===== src/rtl/riscv_pkg.sv =====
// Shared types for the core-to-URAM posted-write port: FSM states, the
// queued write entry and the lane byte-enable helper.
package riscv_pkg;

    // Widest core word address an entry can carry; ports narrow it.
    localparam int SHM_ADDR_MAX = 32;

    typedef enum logic [1:0] {
        ST_IDLE    = 2'd0,
        ST_REQ     = 2'd1,
        ST_DRAIN   = 2'd2,
        ST_RELEASE = 2'd3
    } shm_port_state_e;

    typedef struct packed {
        logic [SHM_ADDR_MAX-1:0] addr;
        logic [31:0]             data;
        logic [3:0]              be;
    } shm_wr_entry_t;

    // Move a 4-bit word byte-enable into its lane of a 16-byte (max) row.
    function automatic logic [15:0] lane_be(input logic [3:0] be, input logic [1:0] lane);
        return 16'(be) << {lane, 2'b00};
    endfunction

endpackage


===== src/rtl/shm_wr_fifo.sv =====
// Synchronous FIFO for posted writes: head is visible combinationally,
// and a push into a full FIFO is legal when a pop happens in the same cycle.
module shm_wr_fifo #(
    parameter type T         = logic [7:0],
    parameter int  DEPTH     = 4,
    localparam int PTR_W     = $clog2(DEPTH),
    localparam int CNT_W     = $clog2(DEPTH + 1)
) (
    input  logic             clk,
    input  logic             rst_n,
    input  logic             push_i,
    input  T                 wdata_i,
    input  logic             pop_i,
    output T                 rdata_o,
    output logic [CNT_W-1:0] count_o,
    output logic             full_o,
    output logic             empty_o
);

    T                 mem_q [DEPTH];
    logic [PTR_W-1:0] wr_ptr_q, wr_ptr_d;
    logic [PTR_W-1:0] rd_ptr_q, rd_ptr_d;
    logic [CNT_W-1:0] count_q, count_d;
    logic             push_ok_s;
    logic             pop_ok_s;

    assign empty_o   = (count_q == CNT_W'(0));
    assign full_o    = (count_q == CNT_W'(DEPTH));
    assign count_o   = count_q;
    assign rdata_o   = mem_q[rd_ptr_q];
    assign pop_ok_s  = pop_i && !empty_o;
    assign push_ok_s = push_i && (!full_o || pop_ok_s);

    // Next pointers and occupancy from the qualified push/pop pair.
    always_comb begin
        wr_ptr_d = wr_ptr_q;
        rd_ptr_d = rd_ptr_q;
        count_d  = count_q;
        if (push_ok_s) begin
            wr_ptr_d = wr_ptr_q + PTR_W'(1);
        end else begin
            wr_ptr_d = wr_ptr_q;
        end
        if (pop_ok_s) begin
            rd_ptr_d = rd_ptr_q + PTR_W'(1);
        end else begin
            rd_ptr_d = rd_ptr_q;
        end
        case ({push_ok_s, pop_ok_s})
            2'b10:   count_d = count_q + CNT_W'(1);
            2'b01:   count_d = count_q - CNT_W'(1);
            default: count_d = count_q;
        endcase
    end

    // Pointer and occupancy registers; reset empties the queue.
    always_ff @(posedge clk or negedge rst_n) begin
        if (!rst_n) begin
            wr_ptr_q <= '0;
            rd_ptr_q <= '0;
            count_q  <= '0;
        end else begin
            wr_ptr_q <= wr_ptr_d;
            rd_ptr_q <= rd_ptr_d;
            count_q  <= count_d;
        end
    end

    // Entry storage; contents are only meaningful between the pointers.
    always_ff @(posedge clk) begin
        if (push_ok_s) begin
            mem_q[wr_ptr_q] <= wdata_i;
        end
    end

endmodule


===== src/rtl/shared_mem_port.sv =====
// Posted-write port from a core data bus into the row-shared URAM: queues
// stores, requests the row arbiter, and drains one lane-packed write per
// granted cycle with a bounded burst length so the row stays fair.
module shared_mem_port
    import riscv_pkg::*;
#(
    parameter int  ADDR_WIDTH      = 12,
    parameter int  URAM_DATA_WIDTH = 64,
    parameter int  FIFO_DEPTH      = 4,
    parameter int  MAX_BURST       = 8,
    localparam int LANES           = URAM_DATA_WIDTH / 32,
    localparam int LANE_BITS       = (LANES > 1) ? $clog2(LANES) : 0,
    localparam int BE_W            = URAM_DATA_WIDTH / 8
) (
    input  logic                            clk,
    input  logic                            reset,
    input  logic                            i_wr_valid,
    input  logic [ADDR_WIDTH-1:0]           i_wr_addr,
    input  logic [31:0]                     i_wr_data,
    input  logic [3:0]                      i_wr_be,
    input  logic                            i_clear_overflow,
    output logic                            o_fifo_empty,
    output logic                            o_fifo_full,
    output logic                            o_overflow,
    output logic                            o_core_req,
    input  logic                            i_core_grant,
    output logic                            o_uram_en,
    output logic [ADDR_WIDTH-LANE_BITS-1:0] o_uram_addr,
    output logic [URAM_DATA_WIDTH-1:0]      o_uram_wr_data,
    output logic [BE_W-1:0]                 o_uram_be
);

    localparam int CNT_W   = $clog2(FIFO_DEPTH + 1);
    localparam int BURST_W = $clog2(MAX_BURST + 1);

    shm_port_state_e       state_q, state_d;
    logic [BURST_W-1:0]    burst_q, burst_d;
    logic                  overflow_q, overflow_d;

    shm_wr_entry_t         wr_entry_s;
    shm_wr_entry_t         head_s;
    logic [CNT_W-1:0]      fifo_count_s;
    logic                  fifo_full_s;
    logic                  fifo_empty_s;
    logic                  gate_s;
    logic                  pop_s;
    logic                  push_s;
    logic                  drop_s;
    logic                  empty_after_pop_s;
    logic [ADDR_WIDTH-1:0] head_addr_s;
    logic [1:0]            lane_s;
    logic                  unused_addr_s;

    assign wr_entry_s = '{addr: SHM_ADDR_MAX'(i_wr_addr), data: i_wr_data, be: i_wr_be};

    assign gate_s = (state_q == ST_DRAIN) && i_core_grant;
    assign pop_s  = gate_s && !fifo_empty_s;
    assign push_s = i_wr_valid && (!fifo_full_s || pop_s);
    assign drop_s = i_wr_valid && fifo_full_s && !pop_s;
    assign empty_after_pop_s = (fifo_count_s == CNT_W'(1)) && !push_s;

    assign head_addr_s   = head_s.addr[ADDR_WIDTH-1:0];
    assign lane_s        = 2'(head_addr_s & ADDR_WIDTH'(LANES - 1));
    assign unused_addr_s = ^(head_s.addr >> ADDR_WIDTH);

    shm_wr_fifo #(
        .T     (shm_wr_entry_t),
        .DEPTH (FIFO_DEPTH)
    ) u_fifo (
        .clk     (clk),
        .rst_n   (reset),
        .push_i  (push_s),
        .wdata_i (wr_entry_s),
        .pop_i   (pop_s),
        .rdata_o (head_s),
        .count_o (fifo_count_s),
        .full_o  (fifo_full_s),
        .empty_o (fifo_empty_s)
    );

    assign o_fifo_empty = fifo_empty_s;
    assign o_fifo_full  = fifo_full_s;
    assign o_overflow   = overflow_q;
    assign o_core_req   = (state_q == ST_REQ) || (state_q == ST_DRAIN);

    // Arbiter handshake FSM and burst counter: the count restarts on every
    // REQ->DRAIN entry and forces a release once MAX_BURST pops have gone out.
    always_comb begin
        state_d = state_q;
        burst_d = burst_q;
        case (state_q)
            ST_IDLE: begin
                if (!fifo_empty_s) begin
                    state_d = ST_REQ;
                end else begin
                    state_d = ST_IDLE;
                end
            end
            ST_REQ: begin
                if (i_core_grant) begin
                    state_d = ST_DRAIN;
                    burst_d = '0;
                end else begin
                    state_d = ST_REQ;
                end
            end
            ST_DRAIN: begin
                if (!i_core_grant) begin
                    state_d = ST_REQ;
                end else begin
                    burst_d = burst_q + BURST_W'(1);
                    if (empty_after_pop_s) begin
                        state_d = ST_RELEASE;
                    end else if (burst_q == BURST_W'(MAX_BURST - 1)) begin
                        state_d = ST_RELEASE;
                    end else begin
                        state_d = ST_DRAIN;
                    end
                end
            end
            ST_RELEASE: begin
                state_d = ST_IDLE;
            end
            default: begin
                state_d = ST_IDLE;
            end
        endcase
    end

    // Sticky drop flag; a new drop outranks a same-cycle software clear.
    always_comb begin
        overflow_d = overflow_q;
        if (drop_s) begin
            overflow_d = 1'b1;
        end else if (i_clear_overflow) begin
            overflow_d = 1'b0;
        end else begin
            overflow_d = overflow_q;
        end
    end

    // State, burst and overflow registers.
    always_ff @(posedge clk or negedge reset) begin
        if (!reset) begin
            state_q    <= ST_IDLE;
            burst_q    <= '0;
            overflow_q <= 1'b0;
        end else begin
            state_q    <= state_d;
            burst_q    <= burst_d;
            overflow_q <= overflow_d;
        end
    end

    // URAM port: head entry lane-packed while granted in DRAIN, all zero otherwise.
    always_comb begin
        o_uram_en      = 1'b0;
        o_uram_addr    = '0;
        o_uram_wr_data = '0;
        o_uram_be      = '0;
        if (pop_s) begin
            o_uram_en      = 1'b1;
            o_uram_addr    = head_addr_s[ADDR_WIDTH-1:LANE_BITS];
            o_uram_wr_data = {LANES{head_s.data}};
            o_uram_be      = BE_W'(lane_be(head_s.be, lane_s));
        end else begin
            o_uram_en      = 1'b0;
        end
    end

endmodule


===== config.mk =====
export PLATFORM = sky130hd
export DESIGN_NAME = shared_mem_port
export DESIGN_NICKNAME = d
export VERILOG_FILES = /design/src/rtl/riscv_pkg.sv /design/src/rtl/shm_wr_fifo.sv /design/src/rtl/shared_mem_port.sv
export SDC_FILE = /design/constraint.sdc
export NUM_CORES = 1
export LEC_CHECK = 0
export ABC_AREA = 1
export CAP_MARGIN = 10
export CORE_AREA = 2 2 143 117
export CTS_BUF_LIST = sky130_fd_sc_hd__clkbuf_4
export CTS_CLUSTER_SIZE = 16
export DETAILED_ROUTE_END_ITERATION = 12
export DIE_AREA = 0 0 145 119
export PLACE_DENSITY = 0.89
export SYNTH_ARGS = -nofsm -noshare
export SYNTH_HDL_FRONTEND = slang
export SYNTH_SLANG_ARGS = --single-unit

===== constraint.sdc =====
create_clock -name clk -period 4.5 [get_ports clk]
set_clock_uncertainty 0.1 [all_clocks]
set_input_delay 0.45 -clock clk [delete_from_list [all_inputs] [get_ports clk]]
set_output_delay 0.45 -clock clk [all_outputs]
set_load 0.005 [all_outputs]

==> reports/summary.log <==
qor: timing.timing.max_slew.rel_slack 28.58%
qor: floorplanning.initial_core_util 53.39%
qor: detailed_routing.routedLengthMet1 7508 um
qor: pwr.p_int 3.893 mW
qor: detailed_routing.dr_total_vias 5701
qor: synthesis.synthCells 699
qor: floorplanning.die_y 119 um
qor: timing.sum_neg_setup_slack 0 ns
qor: worst_setup_path.worst-endpoint-required 3.95 ns
qor: floorplanning.core_area 16030 sq um
qor: floorplanning.die_area 17260 sq um
qor: timing.tightest_slew 1.071 ns
qor: synthesis.synth_warnings 0
qor: cts.ctsResizeCount 0
qor: worst_setup_path.crit_fanout 51
qor: cts.numClockSinks 206
qor: synthesis.synth-main-ff-cell sky130_fd_sc_hd__edfxtp_1
qor: placed_design.gp_congestion 0.8176
qor: finish.final_core_utilization 65.48%
qor: floorplanning.std_cell_rows 42
qor: detailed_routing.viasPerCell 5.250
qor: detailed_routing.routedWlPerCell 16.88 um
qor: detailed_routing.detailedRoute.firstIterationViolations 447
qor: synthesis.seq_area_frac_synth 71.47%
qor: finish.antenna_cells_inserted 0
qor: finish.syn2layout_area_growth 22.65%
qor: detailed_routing.finalWirelength 18340 um
qor: synthesis.post-synth-top-area-cell sky130_fd_sc_hd__edfxtp_1
qor: worst_setup_path.worst_r2r_path_depth 10
qor: timing.final-hold-violation-count 0
qor: synthesis.most_frequent_cells_after_synthesis sky130_fd_sc_hd__nor2_1, sky130_fd_sc_hd__edfxtp_1, sky130_fd_sc_hd__o21ai_0
qor: timing.final-setup-viol-count 0
qor: worst_setup_path.timing.critical_path.arrival 3.12 ns
qor: grt.grt.overflow.total 0
qor: timing.rsz0062_at_grt no
qor: pwr.pwr-share-seq 45.8%
qor: detailed_routing.highest_layer met4
qor: synthesis.synth_edf_count 192
qor: synthesis.post_synth_instance_area 8557 sq um
qor: floorplanning.die_x 145 um
qor: placed_design.dp_hpwl 10600 um
qor: pwr.swShare 34.21%
qor: grt.track_usage 21.50%
qor: grt.grt_start_max_net_pins 98
qor: worst_setup_path.timing.critical_path.from_type flip-flop
qor: worst_setup_path.critical_path.cell_chain buf_4, nor2_1, nor2_1, o21ai_0, a21oi_1, clkdlybuf4s50_1
qor: placed_design.port_buffers 140
qor: cts.path_clk_slew 0.07 ns
qor: timing.max_clock_freq 272.2 MHz
qor: finish.nets 896
qor: grt.antenna_found_initial 0
qor: floorplanning.num_io_pins 141
qor: pwr.total_switching_power 2.025 mW
qor: detailed_routing.firstDrtPassIters 5
qor: synthesis.async_reset_ff_share 6.796%
qor: timing.drv_slew 0
qor: synthesis.synth_top_cells_by_area sky130_fd_sc_hd__edfxtp_1, sky130_fd_sc_hd__nor2_1, sky130_fd_sc_hd__o21ai_0
qor: pwr.power.density 563.8 nW/um^2
qor: cts.worst_skew_pair.late_latency 0.60 ns
qor: synthesis.synth_top_area_share 67.38%
qor: cts.clk_path_buf_depth 3
qor: cts.cts_tree yes
qor: cts.clk_root_buffer_cell sky130_fd_sc_hd__clkbuf_4
qor: synthesis.yosys.cell_count.top_type sky130_fd_sc_hd__nor2_1
qor: synthesis.synth_fp_nets 765
qor: synthesis.netlist-cell-type-count 26
qor: worst_hold_path.timing.hold.worst.class input port to asynchronous set/reset pin
qor: pwr.power.share.combinational 29.1%
qor: cts.post-cts-setup-buffer-count 0
qor: worst_setup_path.cpMostUsedCell sky130_fd_sc_hd__nor2_1
qor: pwr.share_clk_of_total_power 25.0%
qor: detailed_routing.met2WireLength 8911 um
qor: grt.grt_first_pass_wirelength 29170 um
qor: pwr.irDropWorstVdd 0.3443 mV
qor: worst_setup_path.slowest_delay 0.80 ns
qor: cts.cts-hold-fix-buffers 0
qor: timing.min_period 3.674 ns
qor: timing.crit_share_post_route 81.64%
qor: job.cap_violations 0
qor: run_status.run_status completed
qor: detailed_routing.drt.antenna.violating_nets 0
qor: worst_setup_path.worstSetupPathType flip-flop to primary output
qor: worst_setup_path.setup.worst_path.end_class primary output
qor: detailed_routing.post-route-drc-count 0
qor: cts.htree_levels 2
qor: synthesis.synth-seq-cells 206
qor: cts.cts-buffers-inserted 50
qor: synthesis.synthesized_area_per_cell 12.24 sq um
qor: detailed_routing.dr_wl_met3 1513 um
qor: pwr.p_leak 3.686 nW
qor: finish.drive_above_1_share 11.20%
qor: grt.via_count_of_the_first_global_routing_pass 5811
qor: worst_setup_path.critPathSlowestCell sky130_fd_sc_hd__dfrtp_4
-- area by class of cell --
class | instances | area [sq um]
clock inverters | 18 | 97.59
clock buffers | 70 | 525.5
flip-flops and latches | 206 | 6121
well taps | 220 | 275.3
multi-input cells | 403 | 1922
fillers | 1168 | 5533
repair buffers | 147 | 1466
inverters | 22 | 87.58
-- worst max-delay path: cells and delay by family, from the launching register on --
family	cells	cell delay (ns)
buffers and inverters	2	1.07
and+or+nand+nor	2	0.20
AOI/OAI and AO/OA	2	0.41
DFF	1	0.80
-- state kept, by name, summed over array words and instances, names as in the netlist --
register,cells
u_fifo.mem_q,192
burst_q,4
u_fifo.rd_ptr_q,2
o_overflow,1
state_q,2
u_fifo.count_o,3
u_fifo.wr_ptr_q,2
-- kinds of logic (layout without fill, tap and decap cells) --
family / Yosys count / after routing / share of synthesized area (%)
compound gates: 149 / 149 / 9.154
xor+xnor: 5 / 5 / 0.5119
fa+ha+maj: 13 / 13 / 1.901
buf+inv: 90 / 257 / 6.419
flops: 206 / 206 / 71.47
simple gates: 236 / 236 / 10.54
-- power groups by stage --
stage	registers, mW	clock network [mW]	logic [mW]
floorplan	2.66	0	1.30
global placement	2.73	0	1.67
detailed placement	2.75	0	1.72
CTS	2.71	1.52	1.74
global route	2.75	1.63	1.94
finish	2.71	1.48	1.72
-- final timing paths --
| path | startpoint | to | slack [ns] |
|---|---|---|---|
| max | u_fifo.rd_ptr_q[0]$_DFFE_PN0P_ | o_uram_addr[1] | 0.83 |
| min | reset | u_fifo.count_o[1]$_DFFE_PN0P_ | 0.14 |
| max reg2reg | u_fifo.count_o[0]$_DFFE_PN0P_ | u_fifo.count_o[2]$_DFFE_PN0P_ | 1.86 |
| min reg2reg | burst_q[3]$_DFFE_PN0P_ | burst_q[3]$_DFFE_PN0P_ | 0.38 |
| max in group asynchronous | reset | u_fifo.rd_ptr_q[0]$_DFFE_PN0P_ | 3.68 |
| min in group clk | i_clear_overflow | o_overflow$_DFFE_PN0P_ | 0.31 |
-- layer usage --
| layer | vias up | GRT usage, % |
|---|---|---|
| met1 | 2717 | 26.68 |
| met3 | 38 | 5.900 |
| met5 | - | 0 |
| li1 | 2694 | - |
| met2 | 252 | 36.16 |
| met4 | 0 | 8.601 |
-- stage by stage --
| step | instance area [sq um] | hold slack [ns] | power (mW) | instances | setup WS (ns) |
|---|---|---|---|---|---|
| after global routing | 10500 | 0.1528 | 6.318 | 1086 | 0.5638 |
| final | 10500 | 0.1441 | 5.918 | 1086 | 0.8261 |
| after detailed placement | 9872 | 0.3711 | 4.475 | 998 | 1.437 |
| after CTS | 10500 | 0.1251 | 5.970 | 1086 | 0.7671 |
| after floorplan | 8557 | 0.05441 | 3.959 | 699 | 0.9612 |
| after global placement | 9872 | 0.3619 | 4.396 | 998 | 1.474 |
-- cells in the final DEF (no fill, tap or decap), types with 2 or more instances in the layout --
| master | Yosys | final |
|---|---|---|
| sky130_fd_sc_hd__clkinv_1 | 0 | 12 |
| sky130_fd_sc_hd__clkdlybuf4s50_1 | 0 | 140 |
| sky130_fd_sc_hd__clkinv_2 | 0 | 3 |
| sky130_fd_sc_hd__nand3_1 | 5 | 5 |
| sky130_fd_sc_hd__xnor2_1 | 2 | 2 |
| sky130_fd_sc_hd__nand2_1 | 34 | 34 |
| sky130_fd_sc_hd__inv_2 | 4 | 6 |
| sky130_fd_sc_hd__inv_1 | 17 | 17 |
| sky130_fd_sc_hd__dfrtp_1 | 14 | 12 |
| sky130_fd_sc_hd__a32o_1 | 4 | 4 |
| sky130_fd_sc_hd__o21ai_1 | 16 | 16 |
| sky130_fd_sc_hd__o21ai_0 | 77 | 77 |
| sky130_fd_sc_hd__clkbuf_4 | 0 | 70 |
| sky130_fd_sc_hd__xor2_1 | 3 | 3 |
| sky130_fd_sc_hd__nor2_1 | 195 | 191 |
| sky130_fd_sc_hd__ha_1 | 13 | 13 |
| sky130_fd_sc_hd__edfxtp_1 | 192 | 192 |
| sky130_fd_sc_hd__a21oi_1 | 49 | 49 |
| sky130_fd_sc_hd__buf_4 | 34 | 6 |
| sky130_fd_sc_hd__nor2_4 | 0 | 4 |
Power figures use the tool's default switching activity.
